<file path="config.mk">
export PLATFORM = sky130hd
export DESIGN_NAME = idecode
export DESIGN_NICKNAME = d
export VERILOG_FILES = /design/src/rtl/mips_pkg.sv /design/src/rtl/regfile.sv /design/src/rtl/idecode.sv
export SDC_FILE = /design/constraint.sdc
export NUM_CORES = 2
export LEC_CHECK = 0
export ABC_CLOCK_PERIOD_IN_PS = 3400
export CAP_MARGIN = 20
export CORE_ASPECT_RATIO = 0.75
export CORE_UTILIZATION = 61
export CTS_CLUSTER_SIZE = 24
export DETAILED_ROUTE_END_ITERATION = 16
export PLACE_DENSITY = 0.88
export SYNTH_ARGS = -nofsm -noshare
export SYNTH_HDL_FRONTEND = slang
export SYNTH_SLANG_ARGS = --single-unit
</file>
<file path="constraint.sdc">
create_clock -name clk -period 3.4 [get_ports clk]
set_clock_uncertainty 0.05 [all_clocks]
set_input_delay 1.02 -clock clk [delete_from_list [all_inputs] [get_ports clk]]
set_output_delay 1.02 -clock clk [all_outputs]
set_load 0.03 [all_outputs]
</file>
<file path="src/rtl/mips_pkg.sv">
// mips_pkg: definitions shared by the MIPS32 pipeline stages.
//   - itype_e  : instruction class carried from decode into execute
//   - OP_*     : primary opcode values (IR[31:26])
//   - MODE_*   : system mode encodings shared with ifetch
//   - idex_t   : ID/EX pipeline register payload; BUBBLE is its empty value
//   - op_class : maps a primary opcode to its instruction class
package mips_pkg;

   localparam logic [1:0] MODE_RUN  = 2'b00;
   localparam logic [1:0] MODE_LOAD = 2'b10;

   typedef enum logic [2:0] {
      IT_RR     = 3'd0,
      IT_RM     = 3'd1,
      IT_LOAD   = 3'd2,
      IT_STORE  = 3'd3,
      IT_BRANCH = 3'd4,
      IT_JUMP   = 3'd5,
      IT_HALT   = 3'd6,
      IT_NOP    = 3'd7
   } itype_e;

   localparam logic [5:0] OP_SPECIAL = 6'h00;
   localparam logic [5:0] OP_J       = 6'h02;
   localparam logic [5:0] OP_BEQ     = 6'h04;
   localparam logic [5:0] OP_BNE     = 6'h05;
   localparam logic [5:0] OP_ADDI    = 6'h08;
   localparam logic [5:0] OP_SLTI    = 6'h0A;
   localparam logic [5:0] OP_ANDI    = 6'h0C;
   localparam logic [5:0] OP_ORI     = 6'h0D;
   localparam logic [5:0] OP_LW      = 6'h23;
   localparam logic [5:0] OP_SW      = 6'h2B;
   localparam logic [5:0] OP_HLT     = 6'h3F;

   typedef struct packed {
      logic [31:0] npc;
      logic [31:0] ir;
      logic [31:0] a;
      logic [31:0] b;
      logic [31:0] imm;
      logic [4:0]  rd;
      itype_e      itype;
      logic        valid;
   } idex_t;

   localparam idex_t BUBBLE = '{npc: 32'd0, ir: 32'd0, a: 32'd0, b: 32'd0,
                                imm: 32'd0, rd: 5'd0, itype: IT_NOP,
                                valid: 1'b0};

   function automatic itype_e op_class(input logic [5:0] op);
      itype_e c;
      case (op)
         OP_SPECIAL:                    c = IT_RR;
         OP_ADDI, OP_SLTI,
         OP_ANDI, OP_ORI:               c = IT_RM;
         OP_LW:                         c = IT_LOAD;
         OP_SW:                         c = IT_STORE;
         OP_BEQ, OP_BNE:                c = IT_BRANCH;
         OP_J:                          c = IT_JUMP;
         OP_HLT:                        c = IT_HALT;
         default:                       c = IT_NOP;
      endcase
      return c;
   endfunction

endpackage

</file>
<file path="src/rtl/regfile.sv">
// regfile: general register file for the decode stage.
//   clk, rst           : clock; synchronous active-high clear of every entry
//   ra_addr / ra_data  : read port A (combinational)
//   rb_addr / rb_data  : read port B (combinational)
//   wb_en/addr/data    : single write port, committed on the rising edge
// r0 always reads zero and is never written. A read of the register being
// written this cycle returns the incoming write data (write-through).
module regfile #(
   parameter int NREG = 32
) (
   input  logic        clk,
   input  logic        rst,
   input  logic [4:0]  ra_addr,
   input  logic [4:0]  rb_addr,
   output logic [31:0] ra_data,
   output logic [31:0] rb_data,
   input  logic        wb_en,
   input  logic [4:0]  wb_addr,
   input  logic [31:0] wb_data
);

   logic [31:0] regs_q [NREG];

   always_ff @(posedge clk) begin
      if (rst) begin
         for (int i = 0; i < NREG; i++) begin
            regs_q[i] <= 32'd0;
         end
      end else if (wb_en && (wb_addr != 5'd0)) begin
         regs_q[wb_addr] <= wb_data;
      end
   end

   always_comb begin
      ra_data = 32'd0;
      if (ra_addr != 5'd0) begin
         ra_data = (wb_en && (wb_addr == ra_addr)) ? wb_data : regs_q[ra_addr];
      end
   end

   always_comb begin
      rb_data = 32'd0;
      if (rb_addr != 5'd0) begin
         rb_data = (wb_en && (wb_addr == rb_addr)) ? wb_data : regs_q[rb_addr];
      end
   end

endmodule

</file>
<file path="src/rtl/idecode.sv">
// idecode: MIPS32 instruction-decode stage.
//   Inputs : clk, rst (sync, active-high), mode (00 = run), NPC_in/IR_in from
//            fetch, stall/flush pipeline controls, wb_en/wb_addr/wb_data from WB.
//   Outputs: ID/EX register NPC, IR, A, B, Imm, rd, itype, valid, and the
//            sticky halted flag.
// Each edge the ID/EX register takes, in priority order: reset, bubble on
// flush, hold on stall, bubble while loading or halted, else the decode.
module idecode
   import mips_pkg::*;
#(
   parameter int NREG = 32
) (
   input  logic        clk,
   input  logic        rst,
   input  logic [1:0]  mode,
   input  logic [31:0] NPC_in,
   input  logic [31:0] IR_in,
   input  logic        stall,
   input  logic        flush,
   input  logic        wb_en,
   input  logic [4:0]  wb_addr,
   input  logic [31:0] wb_data,
   output logic [31:0] NPC,
   output logic [31:0] IR,
   output logic [31:0] A,
   output logic [31:0] B,
   output logic [31:0] Imm,
   output logic [4:0]  rd,
   output logic [2:0]  itype,
   output logic        valid,
   output logic        halted
);

   typedef enum logic [1:0] {ST_RUN, ST_LOAD, ST_HALT} state_e;

   state_e      state_q, state_d;
   idex_t       idex_q, idex_d;
   idex_t       dec;
   logic [31:0] rs_val, rt_val;

   regfile #(.NREG(NREG)) u_regfile (
      .clk     (clk),
      .rst     (rst),
      .ra_addr (IR_in[25:21]),
      .rb_addr (IR_in[20:16]),
      .ra_data (rs_val),
      .rb_data (rt_val),
      .wb_en   (wb_en),
      .wb_addr (wb_addr),
      .wb_data (wb_data)
   );

   // Combinational decode of the instruction currently presented by fetch.
   always_comb begin
      dec       = BUBBLE;
      dec.npc   = NPC_in;
      dec.ir    = IR_in;
      dec.a     = rs_val;
      dec.b     = rt_val;
      dec.itype = op_class(IR_in[31:26]);
      dec.valid = (dec.itype != IT_NOP);
      dec.imm   = {{16{IR_in[15]}}, IR_in[15:0]};
      case (dec.itype)
         IT_RR:   dec.imm = 32'd0;
         IT_JUMP: dec.imm = {6'b0, IR_in[25:0]};
         default: begin
            // Logical immediates are zero-extended, everything else signed.
            if ((IR_in[31:26] == OP_ANDI) || (IR_in[31:26] == OP_ORI)) begin
               dec.imm = {16'd0, IR_in[15:0]};
            end
         end
      endcase
      case (dec.itype)
         IT_RR:          dec.rd = IR_in[15:11];
         IT_RM, IT_LOAD: dec.rd = IR_in[20:16];
         default:        dec.rd = 5'd0;
      endcase
   end

   // Next ID/EX contents and decode state. Reset is applied in the flop.
   always_comb begin
      idex_d  = idex_q;
      state_d = state_q;
      if (flush) begin
         idex_d = BUBBLE;
      end else if (stall) begin
         idex_d = idex_q;
      end else if (state_q == ST_HALT) begin
         idex_d = BUBBLE;
      end else if (mode != MODE_RUN) begin
         idex_d  = BUBBLE;
         state_d = ST_LOAD;
      end else begin
         idex_d  = dec;
         state_d = (dec.itype == IT_HALT) ? ST_HALT : ST_RUN;
      end
   end

   always_ff @(posedge clk) begin
      if (rst) begin
         idex_q  <= BUBBLE;
         state_q <= ST_RUN;
      end else begin
         idex_q  <= idex_d;
         state_q <= state_d;
      end
   end

   assign NPC    = idex_q.npc;
   assign IR     = idex_q.ir;
   assign A      = idex_q.a;
   assign B      = idex_q.b;
   assign Imm    = idex_q.imm;
   assign rd     = idex_q.rd;
   assign itype  = idex_q.itype;
   assign valid  = idex_q.valid;
   assign halted = (state_q == ST_HALT);

endmodule

</file>
==> summary.txt <==
Timing
  • Period utilization: 0.9545
  • RSZ-0062 raised after global routing: no
  • Post-route setup TNS: 0 ps
  • Setup violators final: 0
  • Relative slew margins: 0.2669
  • Final Hold Fails: 0
  • Final slew viol count: 0
  • Time the worst path needs with I/O delays and setup: 3245 ps
  • Worst-Margin Slew: 1097 ps
  • Highest clock rate: 0.3081 GHz

Setup path
  • Critical path depth: 1
  • Startpoint Class: flop
  • Reg-to-reg endpoint: A[11]$_SDFFE_PP0N_
  • Crit-path leading delay family: buffers and inverters
  • Worst path cell trace: clkdlybuf4s50_1
  • CP max-delay cell: clkdlybuf4s50_1
  • CP Capture Type: primary output
  • Setup CP Type: flop to primary output
  • Crit path to: B[9]
  • Reg2Reg Depth: 7
  • Worst EP arrival: 2180 ps
  • CP bufs+invs: 1
  • Largest stage delay on the critical path: 790 ps
  • R2R setup slack: 700 ps
  • Crit path max fanout: 3
  • Critical Path Start: B[9]$_SDFFE_PP0N_
  • Worst R2R Start: state_q[0]$_SDFFE_PP0P_
  • WP data required: 2330 ps

Floorplan
  • Die H: 275.3 um
  • Initial core utilization: 0.6201
  • Full die area: 100900 um2
  • Die width: 366.4 um
  • Total core area: 97980 um2
  • # rows: 99
  • Io pins: 278

Cells and area
  • Post-route design area: 71050 um2
  • Layout area overhead: 16.93%
  • Ratio of cells with drive above 1 in the final layout: 0.2346
  • Final core occ: 0.7251
  • Nets: 4611

Pwr
  • PD cells: 489.1 nW/um2
  • Total power: 34.75 mW
  • Pleak: 24.87 nW
  • Maximum VDD drop: 486.9 uV

Logic synthesis
  • Fraction of registers with async set/reset: 0
  • Main synth FF type: edfxtp_1
  • Distinct cell type count after synthesis: 55
  • Yosys top cell area share: 0.5061
  • Top-count cell post-synth: edfxtp_1
  • Seq cells post-synth: 1190
  • Synth top area cells: edfxtp_1 (51%), mux4_2 (18%), and2_1 (10%)
  • Seq/Total Area, Yosys: 0.5608
  • Avg Cell Area, Syn: 14.45 um2
  • Syn Inst Count: 4204
  • Most frequent cells after synthesis: edfxtp_1 (1024), and2_1 (1003), mux4_2 (477)
  • Synthesized cell area: 60760 um2
  • Synth warn: 0
  • EDFF count, synth: 1024
  • Yosys top cell by area: edfxtp_1

Status
  • Status: completed

Route
  • Post-Route WL: 193400 um
  • Via-per-instance ratio: 7.209
  • Number of remaining DRC errors: 0
  • DRT Pass-1 Iters: 10
  • Drt first-iter violations: 7921
  • Avg WL per Cell: 32.64 um
  • Routed Antenna Nets: 0
  • Total number of vias: 42722

Global route
  • Met1 Use GR: 0.4971
  • Most Crowded Layer GR: met2
  • Global route overflow: 0
  • Total track usage: 0.3817
  • Initial antenna violation count: 15
  • Global-route wire length before repair: 280300 um
  • Met3 GRT Util: 0.1366
  • Met2 Use GR: 0.5719
  • Largest net degree at the start of global routing: 106
  • Vias in the first global route: 42030

Clocking
  • Clk pin slew, worst setup/hold paths: 60 ps
  • Clk buf depth: 3
  • CTS Buf Count: 112
  • Sink Count: 1190
  • Post-CTS setup buffers: 0
  • CTS H-tree lvls: 3
  • TritonCTS clock tree: yes
  • CTS resizes: 0
  • Hold-fix buffers, CTS: 0
  • CTS root buffer: clkbuf_16
  • Clock insertion delay at the later pin of the skew report: 750 ps

Worst hold path
  • Hold path start: state_q[1]$_SDFFE_PP0P_
  • Min-delay worst type: flop to flop

Place
  • Cell Area, Placed: 67050 um2
  • Post-DP HPWL: 126900 um
  • Port Buffers: 277
  • RePlAce Congestion: 1.027

Job
  • Max_cap viols: 0
[where the power goes]
group / internal (mW) / total, mW / switching, mW
sequential: 16.6 / 17.0 / 0.433
clock: 7.84 / 13.6 / 5.78
combinational: 1.86 / 4.14 / 2.29
[per-stage QoR]
step	setup WS, ps	std cells	hold slack (ps)
6_report	154.6	5926	429.9
4_1_cts	234.8	5912	425.5
5_1_grt	191.4	5915	454.3
3_3_place_gp	-229.1	5701	405.1
2_1_floorplan	553.2	4235	399.9
3_5_place_dp	-320.2	5701	416.9
[worst min path at each step]
stage	cells past startpoint	to	slack, ps
after floorplan	2	state_q[1]$_SDFFE_PP0P_	400
after global placement	2	itype[0]$_SDFFE_PP1N_	410
after detailed placement	2	state_q[1]$_SDFFE_PP0P_	420
after CTS	2	state_q[1]$_SDFFE_PP0P_	430
after global routing	2	state_q[1]$_SDFFE_PP0P_	450
final	2	state_q[1]$_SDFFE_PP0P_	430
[logic make-up (layout without fill, tap and decap cells)]
kind of cell,after synthesis,after routing,synth area share
AND/OR/NAND/NOR,1404,1404,0.1348
flip-flops,1190,1190,0.5608
multiplexers,705,705,0.2148
buffers and inverters,451,816,0.03383
AO/OA/AOI/OAI,443,443,0.05432
XOR/XNOR,10,10,0.001441
other,1,45,0.00006172
[flip-flops by register name (all words and copies together) (netlist names)]
signal	flops
u_regfile.regs_q	1024
A	32
B	32
IR	32
NPC	32
Imm	27
rd	5
itype	3
state_q	2
valid	1
[layer usage]
metal / vias to the layer above / share of wire
met2: 4227 / 0.44
met4: 18 / 0.061
met1: 20975 / 0.33
met3: 848 / 0.16
met5: - / 0.0015
li1: 16654 / -
[cells in the final DEF, fill, tap and decap left out, drive strengths merged, types with 22 or more instances in the layout]
cell           instances
nand2                107
nand4                 49
clkinv                38
and2                1003
clkdlybuf4s50        269
a32oi                 31
mux2                  22
buf                  334
conb                  32
dfxtp                166
a22oi                142
a22o                  59
edfxtp              1024
o22a                  41
or2                   37
mux2i                206
mux4                 477
o21ai                 72
clkbuf               149
nor2                 137
[cell type report]
cell class	count	area, um2
repair buffers	603	6494
inverters	2	7.507
clock inverters	62	899.6
diodes	13	32.53
fillers	5711	26930
multi-input cells	2594	24860
clock buffers	149	3038
well taps	1313	1643
flip-flops and latches	1190	34070
Note: power is estimated with default switching activity, not from simulation.
